### config.mk
export PLATFORM = sky130hd
export DESIGN_NAME = bitcnt_arbiter_flat
export DESIGN_NICKNAME = d
export VERILOG_FILES = /design/src/rtl/bitcnt_arbiter_if.sv /design/src/rtl/bitcnt_arbiter.sv /design/src/flat_wrapper.sv
export SDC_FILE = /design/constraint.sdc
export NUM_CORES = 1
export LEC_CHECK = 0
export CORE_MARGIN = 8
export CORE_UTILIZATION = 25
export DETAILED_ROUTE_END_ITERATION = 12
export HOLD_SLACK_MARGIN = 0.02
export SYNTH_ARGS = -nofsm -noshare
export SYNTH_HDL_FRONTEND = slang
export SYNTH_SLANG_ARGS = --single-unit
### constraint.sdc
create_clock -name clock -period 10.8 [get_ports clock]
set_clock_uncertainty 0.15 [all_clocks]
set_input_delay 1.08 -clock clock [delete_from_list [all_inputs] [get_ports clock]]
set_output_delay 1.08 -clock clock [all_outputs]
set_load 0.02 [all_outputs]
### src/rtl/bitcnt_arbiter_if.sv
// Request/response bundle between NREQ clients and the shared bitcnt arbiter.
interface bitcnt_arbiter_if #(
  parameter int unsigned NREQ = 4
);
  localparam int unsigned IDW = $clog2(NREQ);

  logic [NREQ-1:0]    req_valid;
  logic [NREQ-1:0]    req_ready;
  logic [64*NREQ-1:0] req_data;
  logic [3*NREQ-1:0]  req_func;
  logic               resp_valid;
  logic               resp_ready;
  logic [63:0]        resp_data;
  logic [IDW-1:0]     resp_id;
  logic               resp_err;
  logic [31:0]        accept_cnt;

  // Client / consumer side
  modport master (
    output req_valid, req_data, req_func, resp_ready,
    input  req_ready, resp_valid, resp_data, resp_id, resp_err, accept_cnt
  );

  // Arbiter side
  modport slave (
    input  req_valid, req_data, req_func, resp_ready,
    output req_ready, resp_valid, resp_data, resp_id, resp_err, accept_cnt
  );
endinterface

### src/rtl/bitcnt_arbiter.sv
// Round-robin arbiter sharing one CLZ/CTZ/PCNT unit between NREQ requesters.
// One-entry registered response slot tagged with the requester id.
// Reset is synchronous and active-high.
module bitcnt_arbiter #(
  parameter int unsigned NREQ = 4
) (
  input logic              clock,
  input logic              reset,
  bitcnt_arbiter_if.slave  bus
);
  localparam int unsigned IDW = $clog2(NREQ);
  localparam int unsigned PW  = IDW + 1;

  logic [IDW-1:0]  rr_ptr;
  logic [IDW-1:0]  gnt_idx;
  logic            gnt_found;
  logic            accept;
  logic            xfer;
  logic [NREQ-1:0] ready;
  logic [PW-1:0]   scan_pos;
  logic [IDW-1:0]  scan_idx;

  logic [63:0]     op;
  logic [2:0]      fn;
  logic [6:0]      clz64, clz32, ctz64, ctz32, pcnt64, pcnt32;
  logic [63:0]     result;
  logic            result_err;

  logic            slot_valid;
  logic [63:0]     slot_data;
  logic [IDW-1:0]  slot_id;
  logic            slot_err;
  logic [31:0]     acc_cnt;

  // Pick the first valid requester starting at rr_ptr, wrapping at NREQ
  always_comb begin
    accept    = !slot_valid || bus.resp_ready;
    gnt_found = 1'b0;
    gnt_idx   = '0;
    scan_pos  = '0;
    scan_idx  = '0;
    ready     = '0;
    for (int unsigned k = 0; k < NREQ; k++) begin
      scan_pos = PW'(rr_ptr) + PW'(k);
      if (scan_pos >= PW'(NREQ)) scan_pos = scan_pos - PW'(NREQ);
      scan_idx = scan_pos[IDW-1:0];
      if (!gnt_found && bus.req_valid[scan_idx]) begin
        gnt_found = 1'b1;
        gnt_idx   = scan_idx;
      end
    end
    xfer = accept && !reset && gnt_found;
    if (xfer) ready[gnt_idx] = 1'b1;
  end

  assign bus.req_ready = ready;

  // Operand and function of the granted requester
  always_comb begin
    op = '0;
    fn = '0;
    for (int unsigned i = 0; i < NREQ; i++) begin
      if (gnt_idx == IDW'(i)) begin
        op = bus.req_data[64*i +: 64];
        fn = bus.req_func[3*i +: 3];
      end
    end
  end

  // Bit counts; the highest/lowest set bit wins by loop order
  always_comb begin
    clz64  = 7'd64;
    clz32  = 7'd32;
    ctz64  = 7'd64;
    ctz32  = 7'd32;
    pcnt64 = '0;
    pcnt32 = '0;
    for (int i = 0; i < 64; i++) begin
      if (op[i]) clz64 = 7'(63 - i);
      pcnt64 = pcnt64 + 7'(op[i]);
    end
    for (int i = 0; i < 32; i++) begin
      if (op[i]) clz32 = 7'(31 - i);
      pcnt32 = pcnt32 + 7'(op[i]);
    end
    for (int i = 63; i >= 0; i--) begin
      if (op[i]) ctz64 = 7'(i);
    end
    for (int i = 31; i >= 0; i--) begin
      if (op[i]) ctz32 = 7'(i);
    end
  end

  // Function select; codes 110/111 yield zero with the error flag
  always_comb begin
    result     = '0;
    result_err = 1'b0;
    case (fn)
      3'b000:  result = 64'(clz64);
      3'b001:  result = 64'(clz32);
      3'b010:  result = 64'(ctz64);
      3'b011:  result = 64'(ctz32);
      3'b100:  result = 64'(pcnt64);
      3'b101:  result = 64'(pcnt32);
      default: result_err = 1'b1;
    endcase
  end

  // Response slot, round-robin pointer and accept counter
  always_ff @(posedge clock) begin
    if (reset) begin
      slot_valid <= 1'b0;
      slot_data  <= '0;
      slot_id    <= '0;
      slot_err   <= 1'b0;
      acc_cnt    <= '0;
      rr_ptr     <= '0;
    end else if (xfer) begin
      slot_valid <= 1'b1;
      slot_data  <= result;
      slot_id    <= gnt_idx;
      slot_err   <= result_err;
      acc_cnt    <= acc_cnt + 32'd1;
      rr_ptr     <= (gnt_idx == IDW'(NREQ - 1)) ? '0 : gnt_idx + IDW'(1);
    end else if (bus.resp_ready) begin
      slot_valid <= 1'b0;
    end
  end

  assign bus.resp_valid = slot_valid;
  assign bus.resp_data  = slot_data;
  assign bus.resp_id    = slot_id;
  assign bus.resp_err   = slot_err;
  assign bus.accept_cnt = acc_cnt;
endmodule

### src/flat_wrapper.sv
// flat-port wrapper written by rule: the top's interface ports become plain ports
module bitcnt_arbiter_flat 
#(
  parameter int unsigned NREQ = 4
)
  (clock, reset, bus_req_valid, bus_req_data, bus_req_func, bus_resp_ready, bus_req_ready, bus_resp_valid, bus_resp_data, bus_resp_id, bus_resp_err, bus_accept_cnt);
  bitcnt_arbiter_if #(.NREQ(NREQ)) bus_i ();
  input logic clock;
  input logic reset;
  input wire logic [$bits(bus_i.req_valid)-1:0] bus_req_valid;
  input wire logic [$bits(bus_i.req_data)-1:0] bus_req_data;
  input wire logic [$bits(bus_i.req_func)-1:0] bus_req_func;
  input wire logic [$bits(bus_i.resp_ready)-1:0] bus_resp_ready;
  output wire logic [$bits(bus_i.req_ready)-1:0] bus_req_ready;
  output wire logic [$bits(bus_i.resp_valid)-1:0] bus_resp_valid;
  output wire logic [$bits(bus_i.resp_data)-1:0] bus_resp_data;
  output wire logic [$bits(bus_i.resp_id)-1:0] bus_resp_id;
  output wire logic [$bits(bus_i.resp_err)-1:0] bus_resp_err;
  output wire logic [$bits(bus_i.accept_cnt)-1:0] bus_accept_cnt;
  assign bus_i.req_valid = bus_req_valid;
  assign bus_i.req_data = bus_req_data;
  assign bus_i.req_func = bus_req_func;
  assign bus_i.resp_ready = bus_resp_ready;
  assign bus_req_ready = bus_i.req_ready;
  assign bus_resp_valid = bus_i.resp_valid;
  assign bus_resp_data = bus_i.resp_data;
  assign bus_resp_id = bus_i.resp_id;
  assign bus_resp_err = bus_i.resp_err;
  assign bus_accept_cnt = bus_i.accept_cnt;
  bitcnt_arbiter #(.NREQ(NREQ)) u_core (.clock(clock), .reset(reset), .bus(bus_i));
endmodule
== Word level (Yosys, flattened, before mapping) ==
Index checks and enable logic that the tools add are counted.
Operators by class
  $mul: 0
  muxes and demuxes: 228
  magnitude comparators: 10
  eq/ne operators: 8
  add/subtract/negate cells: 72
  reduce and logical (&&, ||, !) cells: 16
  divide/modulo/power cells: 0
  shifts and indexed selects: 0
  bitwise gates (word level): 0
Operators with widths (number)
  7-bit 2-to-1 mux: 128
  7-bit by 1-bit adder with 7-bit output: 62
  6-bit 2-to-1 mux: 64
  64-bit 2-to-1 mux: 4
  7-bit case mux with 6 select lines: 1
  32-bit by 1-bit adder with 32-bit output, second input constant: 1
  2-bit 2-to-1 mux: 9
  2-bit by 3-bit < comparator with 1-bit output, second input constant: 5
  1-bit 2-to-1 mux: 12
  3-bit 2-to-1 mux: 4
  3-bit greater-or-equal comparator, second input constant: 3
  1-bit binary-select mux with 2-bit select: 4
  2-bit by 1-bit subtractor with 2-bit output, second input constant: 4
  2-bit by 2-bit adder with 3-bit output, second input constant: 2
  3-bit by 2-bit equality test with 1-bit output, second input constant: 2
  3-bit equality test, second input constant: 2
  1-bit logical AND: 6
  6-bit OR reduction: 1
  1-bit zero test: 5
  2-bit equality test, second input constant: 2
  4-bit 2-to-1 mux: 1
  2-bit by 1-bit adder with 3-bit output, second input constant: 1
  3-bit by 1-bit equality test with 1-bit output, second input constant: 1
  2-bit by 3-bit greater-or-equal comparator with 1-bit output, second input constant: 1
  other kinds (9): 9
Word-level totals
  bits in registers: 102
  logic and storage cells: 340
  output and inout bits: 104
  latch bits: 0
  input bits: 275
  bits in writable memories: 0
  bits in read-only memories: 0
  memories kept: 0

== Depth between registers and ports, before layout ==
Gate-level depths: netlist (run 1).
  depth in word-level cells: 84
  depth in mapped cells: 44
  mapped depth without buffers: 41

== Worst setup path before layout (run 1) ==
No wires, ideal clock.
  path kind: in2reg
  start point: input bus_req_valid[0]
  end point: register u_core.slot_data[6], in the netlist u_core.bus.resp_data[6]
  slack: -0.830 ns
  library setup time: 0.079 ns
  data required time: 10.571 ns
  arrival: 11.401 ns
  path buffers: 3
  stages: 42
  cell sequence: nor4_1 -> nor2_1 -> inv_1 -> ha_1 -> nor2b_4 -> buf_6 -> buf_2 -> buf_1 -> a22o_1 -> o21a_1 -> inv_1 -> ha_1 -> inv_1 -> fa_1 -> inv_1 -> fa_1 -> fa_1 -> fa_1 -> [6 not listed] -> fa_1 -> fa_1 -> fa_1 -> fa_1 -> inv_1 -> fa_1 -> inv_1 -> fa_1 -> inv_1 -> fa_1 -> inv_1 -> a21oi_1 -> o21bai_1 -> a21o_1 -> a21oi_1 -> xnor2_1 -> a32oi_1 -> a211oi_2
Between the ends
  longest elaborated chain between the ends: 82
  elaborated cells on any way between the ends: 233
  those cells by class: add/sub: 63; eq/ne: 8; mux: 153; reduce/logical: 9
RTL lines
  start, declared: RTL line flat_wrapper.sv:10  | input wire logic [$bits(bus_i.req_valid)-1:0] bus_req_valid;
  1-bit binary-select mux with 2-bit select: RTL line bitcnt_arbiter.sv:47  | if (!gnt_found && bus.req_valid[scan_idx]) begin
  1-bit 2-to-1 mux (not written as such): RTL line bitcnt_arbiter.sv:47
  1-bit 2-to-1 mux: RTL line bitcnt_arbiter.sv:47
  1-bit zero test: RTL line bitcnt_arbiter.sv:47
  1-bit logical AND: RTL line bitcnt_arbiter.sv:47
  1-bit 2-to-1 mux: RTL line bitcnt_arbiter.sv:47
  1-bit zero test: RTL line bitcnt_arbiter.sv:47
  1-bit logical AND: RTL line bitcnt_arbiter.sv:47
  1-bit 2-to-1 mux: RTL line bitcnt_arbiter.sv:47
  1-bit zero test: RTL line bitcnt_arbiter.sv:47
  1-bit logical AND: RTL line bitcnt_arbiter.sv:47
  2-bit 2-to-1 mux (*): RTL line bitcnt_arbiter.sv:47
  named net u_core.gnt_idx[0]: RTL line bitcnt_arbiter.sv:15  | logic [IDW-1:0] gnt_idx;
  parallel branches: the longest is 69 deep, another holds 7-bit by 1-bit adder with 7-bit output
  7-bit case mux with 6 select lines (*): RTL line bitcnt_arbiter.sv:98  | case (fn)
  end signal, assigned: RTL line bitcnt_arbiter.sv:120  | slot_data <= result;
  end, declared: RTL line bitcnt_arbiter.sv:30  | logic [63:0] slot_data;
Mark *: on every way through the listed nets, which the timed path passes. The select of a mux whose other input is x is not followed.
A chain may end at the register's enable or synchronous reset.

== Final worst setup path (run 1) ==
  start point: input bus_req_valid[3]
  end point: register u_core.slot_data[6], in the netlist u_core.bus.resp_data[6]
Same word-level chain as after synthesis.

==> results of run 1 <==
## cell usage in the layout (no fill, tap or decap), types with 11 or more instances in the layout
master           count
nor3_1              14
clkdlybuf4s50_1    316
inv_1               91
a221o_1             19
a221oi_2            11
nand2_1             75
o21a_1              16
nand4_1             15
o21ai_0             34
and3_1              15
conb_1              57
xnor2_1             11
a211oi_1            18
ha_1                24
nor3b_1             17
o211ai_1            14
nand3_1             25
a21oi_1             54
nand3b_1            30
inv_2               12
buf_4              141
o22ai_1             18
dfxtp_1             45
o31ai_1             11
a2bb2oi_1           17
nor2b_1             22
nand2b_1            20
xor2_1              22
or3_1               14
fa_1                47
nor2_1              76
## final cells by class
class                           count  share of cell area (%)
Timing Repair Buffer              470                   33.06
Inverter                          105                   2.998
Multi-Input combinational cell    902                   51.71
Sequential cell                    45                   6.767
Clock buffer                        5                  0.9398
Tap cell                          455                   4.276
Clock inverter                      3                  0.1880
Antenna cell                        3                 0.05639
## state kept, by name (all words and copies together) (netlist names)
signal                 flops
u_core.bus.accept_cnt     32
u_core.bus.resp_data       7
u_core.bus.resp_err        1
u_core.bus.resp_id         2
u_core.bus.resp_valid      1
u_core.rr_ptr              2
## logic make-up after synthesis
family	count (synthesis)
buf+inv	226
other cells	1
fa+ha+maj	79
xor+xnor	34
compound gates	336
mux	17
flops	45
simple gates	379
## per-layer routing
layer	global-route usage, %	up-vias	part of all wire (%)
li1	-	4789	-
met1	25.20	4889	42
met2	34.59	431	48
met3	3.458	75	6.2
met4	6.053	0	2.9
met5	0	-	0
## worst min-delay path by stage
stage / start / cells after the start / end
2_1_floorplan: u_core.rr_ptr[0]$_SDFFE_PP0P_ / 2 / u_core.rr_ptr[0]$_SDFFE_PP0P_
3_3_place_gp: u_core.bus.resp_id[0]$_SDFFE_PP0P_ / 1 / u_core.bus.resp_id[0]$_SDFFE_PP0P_
3_5_place_dp: u_core.bus.resp_id[0]$_SDFFE_PP0P_ / 1 / u_core.bus.resp_id[0]$_SDFFE_PP0P_
4_1_cts: u_core.bus.resp_id[0]$_SDFFE_PP0P_ / 1 / u_core.bus.resp_id[0]$_SDFFE_PP0P_
5_1_grt: u_core.bus.resp_id[0]$_SDFFE_PP0P_ / 1 / u_core.bus.resp_id[0]$_SDFFE_PP0P_
6_report: u_core.bus.resp_id[0]$_SDFFE_PP0P_ / 1 / u_core.bus.resp_id[0]$_SDFFE_PP0P_
## cell usage after synthesis, types with 10 or more instances
master     instances  share of area (%)
a211oi_1          18                1.6
a21oi_1           60                3.5
a221o_1           19                2.2
a221oi_1          11                1.1
a221oi_2          10                1.7
a22o_1            10                1.0
a2bb2oi_1         19                1.9
and2_1            10               0.73
and3_1            15                1.1
buf_4             66                5.7
buf_6             20                2.6
clkbuf_1          24                1.0
dfxtp_1           45                 10
fa_1              50                 12
ha_1              29                4.2
inv_1            101                4.4
mux2i_1           10                1.2
nand2_1           75                3.3
nand2b_1          20                1.5
nand3_1           25                1.5
nand3b_1          30                2.6
nand4_1           15                1.1
nor2_1            77                3.4
nor2b_1           22                1.6
nor3_1            15               0.87
nor3b_1           18                1.6
o211ai_1          14                1.2
o21a_1            16                1.4
o21ai_0           38                2.2
o22a_1            10                1.0
o22ai_1           18                1.3
o31ai_1           11               0.96
or3_1             14                1.0
xnor2_1           12                1.2
xor2_1            22                2.2
## timing repair
action | in CTS | in global routing
hold buffers | 0 | 0
setup endpoints to repair | 7 | 7
resized for setup | 27 | 35
pin swaps | 21 | 18
buffers inserted | 14 | 3
## worst max-delay path, delay by kind of cell
family	cells	cell delay, ns
buffers and inverters	13	0.74
xor gates and xnor gates	1	0.08
AOI/OAI and AO/OA	9	1.48
adders and majority gates	16	7.11
and+or+nand+nor	3	0.62
## through the flow
stage,worst slack [ns],hold slack (ns),std cells,TNS (ns),util [%]
after floorplan,-0.3486,0.3559,1173,-1.343,-
after global placement,-1.147,0.3253,1962,-6.715,37.73
after detailed placement,-1.253,0.3163,1962,-7.483,37.73
after CTS,-0.2561,0.3353,1983,-1.290,38.46
after global routing,-0.6933,0.3625,1988,-3.809,38.83
final,-0.3155,0.3290,1988,-1.526,38.83
==> impl_results.md, run 1 <==
- Global route overflow: 0
- CP peak stage delay: 0.56 ns
- Synth Area in Compound Gates: 29.38%
- Design area: 13310 um^2
- First-pass iteration count of the detailed router: 5
- Final Slew Violations: 0
- Area after DPL: 12940 um^2
- Synth Area in XOR/XNOR: 3.453%
- Sequential share of the synthesized area: 10.45%
- Flop and latch count out of synthesis: 45
- Largest family of logic cells by synthesized area: compound AO/OA/AOI/OAI gates
- # Max-Cap Violations: 0
- Min cycle time layout: 11.12 ns
- Critical Path AT: 11.12 ns
- Via density: 5.123
- Detail Placement HPWL: 36.90 mm
- Worst Reg-to-Reg Cells: 41
- RSZ-0062 raised after global routing: true
- Main synth FF type: dfxtp_1
- Root buffer cell: clkbuf_16
- DR WL/cell: 21.56 um
- Worst setup margin: -0.3155 ns
- Share of cells above drive strength 1: 16.27%
- Unique cell type count in the Yosys netlist: 86
- Endpoints failing setup: 6
- Slew Limit Headroom: 33.49%
- I/O pin count: 379
- Initial Utilization: 25.15%
- # DRC: 0
- GRT Overall Usage: 20.08%
- Die W: 201.7 um
- Most used cell, CP: fa_1
- First-pass GRT wire length: 64.28 mm
- HP Class: reg2reg
- R2R Setup Slk: -0.09 ns
- Die area: 40700 um^2
- Ys Warns: 0
- Final Hold Fails: 0
- CTS tree: built
- Vias in the first global route: 10610
- Core area: 34290 um^2
- Crit Path Category: in2reg
- Row cnt: 68
- Outcome: finished with violations
- Area share of fa/ha/maj cells after synthesis: 15.81%
- Critical Path RT: 10.81 ns
- Cells after synthesis: 1117
- Syn_area_per_cell: 7.721 um^2
- P&R area growth vs syn: 54.36%
- Number of port buffers: 321
- # H-tree levels: 2
- Total number of vias: 10180
- Pin count of the biggest net entering global routing: 47
- Post-synth EDFFs: 0
- Clock-pin slew of the registers on the worst-case setup and hold paths: 0.07 ns
- Mux cell area share after synthesis: 2.075%
- Worst-margin pin slew: 0.9976 ns
- Asr flop ratio synth: 0%
- Post-Synth Simple-Gate Area: 24.17%
- Synthesized area: 8625 um^2
- Inserted Clock Buffers: 5
- Clk_lat worst skew: 0.29 ns
- Final WL: 42.87 mm
- Worst Setup SP: bus_req_valid[3]
- Crit start category: primary input
- Slowest-stage cell, CP: fa_1
- Setup crit end kind: flop
- Final Wtd Congestion: 0.9472
- Worst setup path end: u_core.bus.resp_data[6]$_SDFFE_PP0P_
- Multi-input gate area: 6884 um^2
- Filler cell count: 3532
- Die height: 201.7 um
- Fmax achieved: 89.96 MHz
- Post-route ant nets: 0
- Clock Sinks: 45
- Nets: 1883
- Critical R2R Launch: u_core.rr_ptr[1]$_SDFFE_PP0P_
- Clock buffer depth: 2
- Initial DRC Count: 698
- Failing checks: negative setup slack
- Worst Path Max Fanout: 8
- Register area: 900.9 um^2
- Final period util: 102.9%
- R2R Path End: u_core.bus.resp_data[6]$_SDFFE_PP0P_
- Initial antenna violation count: 3
Power of run 1 is not shown: default switching activity piles up to over one toggle a cycle in this logic, so the estimate is an artifact.
==> inputs of run 2 (changes only) <==
--- a/config.mk
+++ b/config.mk
@@ -9,6 +9,7 @@
 export CORE_UTILIZATION = 25
 export DETAILED_ROUTE_END_ITERATION = 12
 export HOLD_SLACK_MARGIN = 0.02
+export SETUP_SLACK_MARGIN = 0.05
 export SYNTH_ARGS = -nofsm -noshare
 export SYNTH_HDL_FRONTEND = slang
 export SYNTH_SLANG_ARGS = --single-unit
==> results of run 2 <==
Final layout, timing and power as in run 1 (identical DEF).
Power of run 2 is left out for the same reason.
==> inputs of run 3 (changes only) <==
--- a/config.mk
+++ b/config.mk
@@ -5,10 +5,11 @@
 export SDC_FILE = /design/constraint.sdc
 export NUM_CORES = 1
 export LEC_CHECK = 0
-export CORE_MARGIN = 8
+export CORE_MARGIN = 3
 export CORE_UTILIZATION = 25
 export DETAILED_ROUTE_END_ITERATION = 12
 export HOLD_SLACK_MARGIN = 0.02
+export PLACE_DENSITY = 0.59
 export SETUP_SLACK_MARGIN = 0.05
 export SYNTH_ARGS = -nofsm -noshare
 export SYNTH_HDL_FRONTEND = slang
==> impl_results.md, run 3 (synthesis results as in run 1) <==
- Die W: 191.7 um
- # DRC: 0
- Worst Path Max Fanout: 13
- Row cnt: 67
- Clock-pin slew of the registers on the worst-case setup and hold paths: 0.07 ns
- Final period util: 104.0%
- Final WL: 40.60 mm
- Most used cell, CP: fa_1
- CP peak stage delay: 0.55 ns
- Crit start category: primary input
- Slew Limit Headroom: 35.04%
- GRT Overall Usage: 21.23%
- Worst setup margin: -0.4364 ns
- Flip-flop count of the largest register after layout: 32
- Min cycle time layout: 11.24 ns
- Share of cells above drive strength 1: 15.12%
- First-pass iteration count of the detailed router: 5
- CTS Hold Bufs: 0
- RSZ-0062 raised after global routing: true
- Number of port buffers: 321
- # Max-Cap Violations: 0
- Nets: 1854
- Vias in the first global route: 10040
- Clk_lat worst skew: 0.29 ns
- Clock Sinks: 45
- Initial antenna violation count: 0
- Final Hold Fails: 0
- I/O pin count: 379
- # H-tree levels: 2
- First-pass GRT wire length: 60.13 mm
- Critical Path AT: 11.23 ns
- Register area: 900.9 um^2
- Die area: 36760 um^2
- Total number of vias: 10050
- Clock buffer depth: 2
- Failing checks: negative setup slack
- Inserted Clock Buffers: 5
- Fmax achieved: 89.00 MHz
- Post-route ant nets: 0
- Crit Path Category: in2reg
- Most frequent cells in the layout: clkdlybuf4s50_1, buf_4, inv_1
- CTS tree: built
- Worst-margin pin slew: 0.9744 ns
- Detail Placement HPWL: 34.36 mm
- Final Wtd Congestion: 0.9135
- Root buffer cell: clkbuf_16
- HP Class: reg2reg
- Via density: 5.151
- Final Slew Violations: 0
- Critical R2R Launch: u_core.rr_ptr[1]$_SDFFE_PP0P_
- Core area: 33780 um^2
- Filler cell count: 3502
- Initial Utilization: 25.53%
- P&R area growth vs syn: 53.23%
- Pin count of the biggest net entering global routing: 47
- Fin util: 39.12%
- Worst Setup SP: bus_req_valid[0]
- Multi-input gate area: 6947 um^2
- Die height: 191.7 um
- Outcome: finished with violations
- Slowest-stage cell, CP: fa_1
- Global route overflow: 0
- Endpoints failing setup: 6
- Initial DRC Count: 679
- Setup crit end kind: flop
- DR WL/cell: 20.82 um
- Hold path startpoint: u_core.bus.resp_id[0]$_SDFFE_PP0P_
- Critical Path RT: 10.80 ns
- Most common cell after layout, fill and taps aside: clkdlybuf4s50_1
- Placed cells: 1930
- Final Instance Count excl. Fillers: 1950
==> run 3: changes by cell type in the layout (fill, tap and decap cells not counted), sizes merged <==
cell / change
bufbuf: +1
buf: -31
diode: -2
clkbuf: +1
==> run 3: through the flow <==
step | instance area, um^2 | hold slack (ns) | setup WS (ns) | setup TNS, ns
2_1_floorplan | 8971 | 0.3559 | -0.3486 | -1.343
3_5_place_dp | 12740 | 0.2992 | -1.278 | -7.435
6_report | 13220 | 0.3135 | -0.4364 | -1.928
5_1_grt | 13210 | 0.3342 | -0.6900 | -3.834
4_1_cts | 13040 | 0.3163 | -0.3393 | -1.559
3_3_place_gp | 12740 | 0.2911 | -1.210 | -7.002
==> run 3: worst max-delay path, delay by kind of cell <==
kind / cells / cell delay [ns]
muxes: 1 / 0.17
AOI/OAI and AO/OA: 7 / 1.21
adders and majority gates: 17 / 7.46
buffers and inverters: 11 / 0.80
and+or+nand+nor: 3 / 0.51
==> run 3: layout make-up <==
class                           count  share of cell area [%]
Timing Repair Buffer              441                   32.25
Antenna cell                        1                 0.01894
Inverter                          105                   3.001
Clock buffer                        5                  0.9468
Clock inverter                      3                  0.1610
Tap cell                          448                   4.242
Multi-Input combinational cell    902                   52.57
Sequential cell                    45                   6.817
==> run 3: layer usage <==
layer / routed length, um / vias to the layer above / part of all wire (%) / track usage, %
met5: 0 / - / 0 / 0
met4: 1142 / 0 / 2.8 / 5.052
met3: 2214 / 62 / 5.5 / 1.624
met2: 19730 / 393 / 49 / 37.06
met1: 17510 / 4860 / 43 / 28.41
li1: - / 4730 / - / -
==> run 3: worst paths after layout <==
kind | to | slack (ns) | cells past startpoint
max | u_core.bus.resp_data[1]$_SDFFE_PP0P_ | -0.44 | 39
min reg2reg | u_core.bus.resp_id[0]$_SDFFE_PP0P_ | 0.31 | 1
min | u_core.bus.resp_id[0]$_SDFFE_PP0P_ | 0.31 | 1
max reg2reg | u_core.bus.resp_data[1]$_SDFFE_PP0P_ | -0.09 | 39
==> run 3: repair_timing <==
item / CTS / global route
hold endpoints to repair: 0 / 0
setup endpoints to repair: 7 / 7
buffers inserted: 6 / 3
resized for setup: 42 / 30
gates cloned: 1 / 1
pin swaps: 23 / 22
Power of run 3 is left out for the same reason.
